**src/rtl/sorter_pkg.sv**
```systemverilog
// sorter_pkg: lane geometry and FSM state encoding shared by the sorter and its unpacker
package sorter_pkg;
  localparam int LANES = 8;
  localparam int LANE_W = 8;
  typedef enum logic {IDLE, SEND} state_t;
endpackage

```
**src/rtl/order_checker.sv**
```systemverilog
// order_checker: flags a packed word whose lanes are not non-increasing from lane 0 upward
module order_checker #(
  parameter int LANES = sorter_pkg::LANES,
  parameter int LANE_W = sorter_pkg::LANE_W
) (
  input  logic [LANES*LANE_W-1:0] data,
  output logic                    bad
);
  // any lane smaller than its successor is an ordering violation; equal lanes are fine
  always_comb begin
    bad = 1'b0;
    for (int k = 0; k < LANES - 1; k++)
      bad = bad | (data[k*LANE_W +: LANE_W] < data[(k+1)*LANE_W +: LANE_W]);
  end
endmodule

```
**src/rtl/sorted_unpacker.sv**
```systemverilog
// sorted_unpacker: holds one sorted packed word and streams its lanes out one per handshake
module sorted_unpacker #(
  parameter int LANES = sorter_pkg::LANES,
  parameter int LANE_W = sorter_pkg::LANE_W
) (
  input  logic                       clk,
  input  logic                       rst,
  input  logic [LANES*LANE_W-1:0]    in_data,
  input  logic                       in_valid,
  output logic                       in_ready,
  output logic [LANE_W-1:0]          out_byte,
  output logic [$clog2(LANES)-1:0]   out_index,
  output logic                       out_valid,
  input  logic                       out_ready,
  output logic                       out_last,
  output logic                       order_err,
  output logic [7:0]                 err_count
);
  import sorter_pkg::*;
  localparam int IW = $clog2(LANES);
  state_t state, state_n;
  logic [IW-1:0] idx, idx_n;
  logic [LANES*LANE_W-1:0] hold;
  logic bad, take, fire;
  order_checker #(.LANES(LANES), .LANE_W(LANE_W)) u_chk (.data(in_data), .bad(bad));
  // presentation of the held lane, handshakes, and next state; a new word may enter as the last lane leaves
  always_comb begin
    out_valid = state == SEND;
    out_last = out_valid && idx == IW'(LANES - 1);
    out_byte = out_valid ? hold[int'(idx)*LANE_W +: LANE_W] : '0;
    out_index = out_valid ? idx : '0;
    fire = out_valid && out_ready;
    in_ready = !out_valid || (out_last && out_ready);
    take = in_valid && in_ready;
    state_n = take ? SEND : (fire && out_last) ? IDLE : state;
    idx_n = (take || (fire && out_last)) ? '0 : fire ? idx + 1'b1 : idx;
  end
  // state, lane index, holding register and the order-error pulse/counter
  always_ff @(posedge clk) begin
    if (rst) begin
      state <= IDLE;
      idx <= '0;
      hold <= '0;
      order_err <= 1'b0;
      err_count <= '0;
    end else begin
      state <= state_n;
      idx <= idx_n;
      if (take) hold <= in_data;
      order_err <= take && bad;
      if (take && bad && err_count != 8'hff) err_count <= err_count + 1'b1;
    end
  end
endmodule
```
**config.mk**
```make
export PLATFORM = sky130hd
export DESIGN_NAME = sorted_unpacker
export DESIGN_NICKNAME = d
export VERILOG_FILES = /design/src/rtl/sorter_pkg.sv /design/src/rtl/order_checker.sv /design/src/rtl/sorted_unpacker.sv
export SDC_FILE = /design/constraint.sdc
export NUM_CORES = 1
export LEC_CHECK = 0
export BUFFER_PORTS_ARGS = -buffer_cell sky130_fd_sc_hd__clkbuf_2
export CAP_MARGIN = 20
export CORE_MARGIN = 2
export CORE_UTILIZATION = 60
export DETAILED_ROUTE_END_ITERATION = 12
export PLACE_DENSITY = 0.95
export SYNTH_ARGS = -nofsm -noshare
export SYNTH_HDL_FRONTEND = slang
export SYNTH_SLANG_ARGS = --single-unit
```
**constraint.sdc**
```tcl
create_clock -name clk -period 5.2 [get_ports clk]
set_clock_uncertainty 0.05 [all_clocks]
set_input_delay 0 -clock clk [delete_from_list [all_inputs] [get_ports clk]]
set_output_delay 0 -clock clk [all_outputs]
set_load 0.05 [all_outputs]
```
==> results.cfg, run 1 <==
[sta]
hold_viol_final = 0
period_needed_ps = 3600
relSlewSlack_pct = 29.8
rsz0062_at_grt = false
final-setup-viol-count = 0
post-route-period-util_pct = 69.3
max_freq_ghz = 0.278
tightest_slew_ps = 1050
fin_tns_setup_ps = 0
maxSlewViolCount = 0

[critical_path]
path_class = reg -> reg
crit_path_end_kind = flip-flop
slowest_delay_ps = 1020
crit_path_start_kind = flip-flop
critPathTopFamily = simple AND/OR/NAND/NOR gates
crit_arrival_ps = 3810
cpMaxStageDelayCell = dfxtp_1
cp_max_fo = 38
critPathBufInv = 1
crit_required_ps = 5400
path_cells = ha_1 > ha_1 > nand2_1 > nand2_1 > nand2_2 > buf_4 > nor3_2 > mux2_4

[global_routing]
grt_usage_pct = 41.7
grt_max_degree = 84
gr-total-overflow = 0
grt_pass1_wl_um = 27100
antenna_found_initial = 0
grt_pass1_vias = 5464

[detailed_routing]
top_layer_used = met4
wl_met1_um = 5460
wl_per_cell_um = 21.3
drc_errors = 0
dr_wl_met3_um = 2220
antenna_left = 0
drt_iter0_markers = 825
routed-via-count = 5414
wl_um = 17300
via_per_inst = 6.66
drtPass1Iterations = 7
dr_wl_met2_um = 7830

[floorplan]
num_rows = 31
core_um2 = 7330
start_util_pct = 62.8
die-area_um2 = 8390
ios = 91
die_h_um = 91.6
die_x_um = 91.6

[synth]
synthCells = 568
synth_edf_count = 0
dominantRegCellSynth = dfxtp_1
synth_area_um2 = 4610
synth.distinct_cells = 40
yosysWarnings = 0
syn_nets = 688
synth_seq_cells = 77
synth.avg_cell_area_um2 = 8.11
ys_async_sr_fraction_pct = 0
yosysSeqAreaShare_pct = 33.5

[finish]
fill_cells = 359
area_growth_pct = 30.0
finish.net_count = 829
final_cell_mix = 141 x nand2_1, 90 x clkbuf_2, 86 x a21oi_1, 77 x dfxtp_1, 66 x dlygate4sd3_1
final_common_cell = nand2_1
post-route-util_pct = 81.7
layout-drive-gt1-share_pct = 18.5
insertedDiodeCount = 0

[clock_tree]
numCtsBuffers = 9
root_buffer = clkbuf_8
cts_tree = done
clk_latency_ps = 380
clk_pin_slew_ps = 100
cts.htree.levels = 3
cts.path.max_buffers = 2
clkSinkCount = 77
cts.repair.resized = 0

[placement]
globalplace.congestion = 0.862
dpl.hpwl_um = 9010
io_buffers = 90

[min_path]
hold_class = in -> reg

[status]
outcome = finished, final reports clean

[power_and_ir_drop]
p_leak_uw = 0.00276
p_per_area_nw_per_um2 = 252
peakVddDrop_mv = 0.206

[run]
cap_violations = 0
-- layer usage --
layer | GRT usage [%] | vias up
met5 | 0 | -
met4 | 31.8 | 0
met3 | 13.3 | 227
met2 | 68.0 | 597
met1 | 44.7 | 2377
li1 | - | 2213
-- worst reg2reg max path, stage by stage (launching register included) --
cell and delay (ps):
dfxtp_1 1020, ha_1 310, ha_1 270, nand2_1 130
nand2_1 170, nand2_2 460, buf_4 460, nor3_2 320
mux2_4 330
-- metrics by stage --
step / setup slack, ps / area [um2] / total power (uW) / hold slack [ps] / std cells
CTS: 1890 / 5990 / 1450 / 107 / 813
floorplan: 2840 / 4610 / 816 / 67.4 / 568
finish: 1600 / 5990 / 1510 / 179 / 813
detailed placement: 1960 / 5100 / 907 / 202 / 731
global route: 1520 / 5990 / 1550 / 221 / 813
global placement: 2120 / 5100 / 888 / 196 / 731
-- synthesized netlist by cell type (all sizes together) (5+ instances only) --
library cell	instances	area [um2]
a21oi	86	430
and2	5	31.3
clkbuf	26	97.6
dfxtp	77	1540
ha	52	651
inv	52	195
mux2	5	60.1
mux2i	9	90.1
mux4	16	360
nand2	142	533
nand2b	7	43.8
nand3	8	40.0
nor2	11	57.6
nor2b	15	93.8
nor3	10	55.1
o21ai	6	30.0
-- final timing paths --
kind,start,to,slack (ps),depth (start not counted)
worst max register to register,idx[1],err_count[0],1600,8
worst min register to register,hold[42],hold[42],410,2
worst min-delay path,out_ready,idx[0],180,4
worst max-delay path,idx[1],err_count[0],1600,8
-- sequential cells by signal, summed over array words and instances (netlist names) --
signal,flops
hold,64
out_valid,1
idx,3
err_count,8
order_err,1
-- where the power goes --
group	switching (uW)	internal (uW)	leakage [uW]	total, uW
combinational	196	137	0.00201	333
clock	238	296	0.000116	533
sequential	23.6	620	0.000631	644
total	457	1050	0.00276	1510
-- layout make-up --
| type | instances | area [um2] | share of cell area (%) |
|---|---|---|---|
| Tap cell | 99 | 124 | 2.07 |
| Timing Repair Buffer | 160 | 1140 | 19.1 |
| Sequential cell | 77 | 1540 | 25.8 |
| Inverter | 52 | 195 | 3.26 |
| Clock inverter | 4 | 70.1 | 1.17 |
| Multi-Input combinational cell | 409 | 2760 | 46.1 |
| Clock buffer | 12 | 155 | 2.59 |
-- kinds of logic (layout without fill, tap and decap cells) --
logic type	after synthesis	after routing	synth area share (%)
DFF	77	77	33.5
muxes	30	30	11.1
buffers and inverters	82	228	6.71
adders and majority gates	52	52	14.1
AOI/OAI and AO/OA	114	114	13.8
and+or+nand+nor	213	213	20.8
-- repair_timing --
action | CTS | global route
endpoints found under the hold margin | 65 | 0
hold buffers | 66 | 0
setup buffers | 0 | 0
(Power assumes the default switching activity.)
==> inputs of run 2 (changes only) <==
--- a/config.mk
+++ b/config.mk
@@ -5,12 +5,13 @@
 export SDC_FILE = /design/constraint.sdc
 export NUM_CORES = 1
 export LEC_CHECK = 0
+export ABC_AREA = 1
 export BUFFER_PORTS_ARGS = -buffer_cell sky130_fd_sc_hd__clkbuf_2
 export CAP_MARGIN = 20
 export CORE_MARGIN = 2
-export CORE_UTILIZATION = 60
+export CORE_UTILIZATION = 50
 export DETAILED_ROUTE_END_ITERATION = 12
-export PLACE_DENSITY = 0.95
+export PLACE_DENSITY = 0.86
 export SYNTH_ARGS = -nofsm -noshare
 export SYNTH_HDL_FRONTEND = slang
 export SYNTH_SLANG_ARGS = --single-unit
==> constraint.sdc (replaced) <==
create_clock -name clk -period 3.3 [get_ports clk]
set_clock_uncertainty 0.05 [all_clocks]
set_input_delay 0 -clock clk [delete_from_list [all_inputs] [get_ports clk]]
set_output_delay 0 -clock clk [all_outputs]
set_load 0.05 [all_outputs]
==> run 2 against run 1 <==
Hold slack worse by 83 ps. Cell area is 1.4% higher. First-iteration DRC count is 57% lower. Total power is 68% higher. Utilization is 15 points lower. Worst setup slack worse by 1100 ps. Flip-flop and latch count stayed put. Critical path type unchanged. Register-to-register slack worse by 1100 ps. Fmax is 29% higher. Non-clock buffer count is 3 higher.
==> results.cfg, run 2 <==
[clock_tree]
numCtsBuffers = 9
cts.path.max_buffers = 2
post_cts_buffers = 0
cts.htree.levels = 3
cts_tree = done
clk_pin_slew_ps = 80
root_buffer = clkbuf_8
clk_latency_ps = 350
clkSinkCount = 77

[finish]
area_growth_pct = 30.6
layout-drive-gt1-share_pct = 15.6
insertedDiodeCount = 0
finish.net_count = 922
final_common_cell = clkbuf_2
largest_register_ffs = 64
final_cell_mix = 90 x clkbuf_2, 89 x nand2_1, 86 x nor2_1, 78 x a21oi_1, 77 x dfxtp_1
reg_top3 = hold: 64 flops, err_count: 8 flops, idx: 3 flops
regMostFlops = hold
fill_cells = 746
post-route-util_pct = 66.6

[power_and_ir_drop]
peakVddDrop_mv = 0.229
p_leak_uw = 0.00306
p_per_area_nw_per_um2 = 418
p_total_uw = 2540

[synth]
yosys-top-cells-area = dfxtp_1 33%, ha_1 14%, a21oi_1 8.4%, nand2_1 7.2%, nor2_1 6.9%
synth.avg_cell_area_um2 = 7.01
synth.distinct_cells = 30
synth_seq_cells = 77
synth_top_area_cell = dfxtp_1
yosysWarnings = 0
ys_async_sr_fraction_pct = 0
synthCells = 663
synth_area_um2 = 4650
yosys.area.top_type_share_pct = 33.2
yosysSeqAreaShare_pct = 33.2
ys_top_cells_by_count = 89 x nand2_1, 86 x nor2_1, 78 x a21oi_1, 77 x dfxtp_1, 73 x inv_1
dominantRegCellSynth = dfxtp_1
syn_nets = 783
synth_most_common_cell = nand2_1
synth_edf_count = 0

[sta]
max_freq_ghz = 0.359
relSlewSlack_pct = 42.4
whs_ps = 95.4
fin_ws_ps = 514
post-route-period-util_pct = 84.4
period_needed_ps = 2790
fin_tns_setup_ps = 0
maxSlewViolCount = 0
rsz0062_at_grt = false
final-setup-viol-count = 0
tightest_slew_ps = 863
hold_viol_final = 0

[critical_path]
cp_max_fo = 58
critPathTopFamily = buffers and inverters
critPathBufInv = 3
crit_path_end_kind = flip-flop
crit_required_ps = 3480
path_class = reg -> reg
cpMaxStageDelayCell = clkinv_2
slowest_delay_ps = 640
crit_path_start_kind = flip-flop
path_cells = ha_1 > ha_1 > nand2_1 > inv_2 > nand2_1 > nand2_2 > nand2_2 > clkinv_2 > buf_12 > o21ai_0 > a21oi_1
crit_arrival_ps = 2970

[floorplan]
ios = 91
num_rows = 35
core_um2 = 9110
die_h_um = 100
start_util_pct = 51.0
die_x_um = 100
die-area_um2 = 10100

[detailed_routing]
antenna_left = 0
drtPass1Iterations = 5
drc_errors = 0
via_per_inst = 5.50
wl_per_cell_um = 15.1
routed-via-count = 5046
wl_um = 13900
drt_iter0_markers = 358

[global_routing]
antenna_found_initial = 0
grt_max_degree = 66
grt_pass1_vias = 5061
gr-total-overflow = 0
grt_usage_pct = 28.1
grt_pass1_wl_um = 22700

[placement]
io_buffers = 90
dpl.hpwl_um = 9810
globalplace.congestion = 0.898
pre_cts_ws_ps = 670

[run]
cap_violations = 0

[status]
outcome = finished, final reports clean

[min_path]
hold_class = in -> reg
-- run 2: changes by cell type in the layout (fill, tap and decap cells not counted), sizes merged, moves of 8 or more --
cell	delta
o32ai	+15
inv	+31
o21ai	+79
nand3	+16
nor2	+76
nand4	+11
clkinv	+9
mux2i	-9
nand2	-51
mux4	-16
a21oi	-8
nor2b	-15
-- run 2: layer usage --
layer / GRT usage, % / vias to the layer above / share of wire, %
li1: - / 2482 / -
met1: 32.5 / 2314 / 40
met2: 52.1 / 207 / 51
met3: 5.15 / 43 / 5.6
met4: 9.17 / 0 / 2.9
met5: 0 / - / 0
-- run 2: kinds of logic after synthesis --
group / after synthesis / share of synthesized area [%]
simple gates: 219 / 19.8
compound gates: 184 / 21.4
buf+inv: 129 / 11.3
flops: 77 / 33.2
fa+ha+maj: 52 / 14.0
xor+xnor: 2 / 0.377
-- run 2: what timing repair did --
action / in CTS / in global routing
resized for setup: 0 / 0
hold buffers: 67 / 0
hold endpoints to repair: 68 / 0
-- run 2: cell type report --
class	instances	area, um2	share of cell area, %
clock inverter	4	120	1.98
sequential	77	1540	25.4
multi-input combinational	457	2580	42.5
timing repair buffer	163	1190	19.6
tap	111	139	2.29
inverter	94	354	5.84
clock buffer	11	141	2.33
-- run 2: tightest hold or removal path, cell delays in order --
cell	delay, ps
clkbuf_2	90
nand2_2	190
o21ai_0	110
nor2_1	80
-- run 2: stage by stage --
stage,instances,instance area (um2)
2_1_floorplan,663,4650
3_3_place_gp,835,5140
3_5_place_dp,835,5140
4_1_cts,917,6070
5_1_grt,917,6070
6_report,917,6070
-- run 2: report_power, final --
part           total, uW  leakage, uW  internal (uW)  switching [uW]
Sequential          1050     0.000637           1000            47.3
Clock                937     0.000130            596             341
Combinational        550      0.00229            226             324
Total               2540      0.00306           1820             712
-- run 2: final timing paths --
| path | start | to | slack (ps) | cells past startpoint |
|---|---|---|---|---|
| worst max register to register | idx[0] | hold[49] | 510 | 11 |
| worst max-delay path | idx[0] | hold[49] | 510 | 11 |
| worst min register to register | hold[4] | hold[4] | 450 | 2 |
| worst min-delay path | in_valid | hold[4] | 100 | 4 |
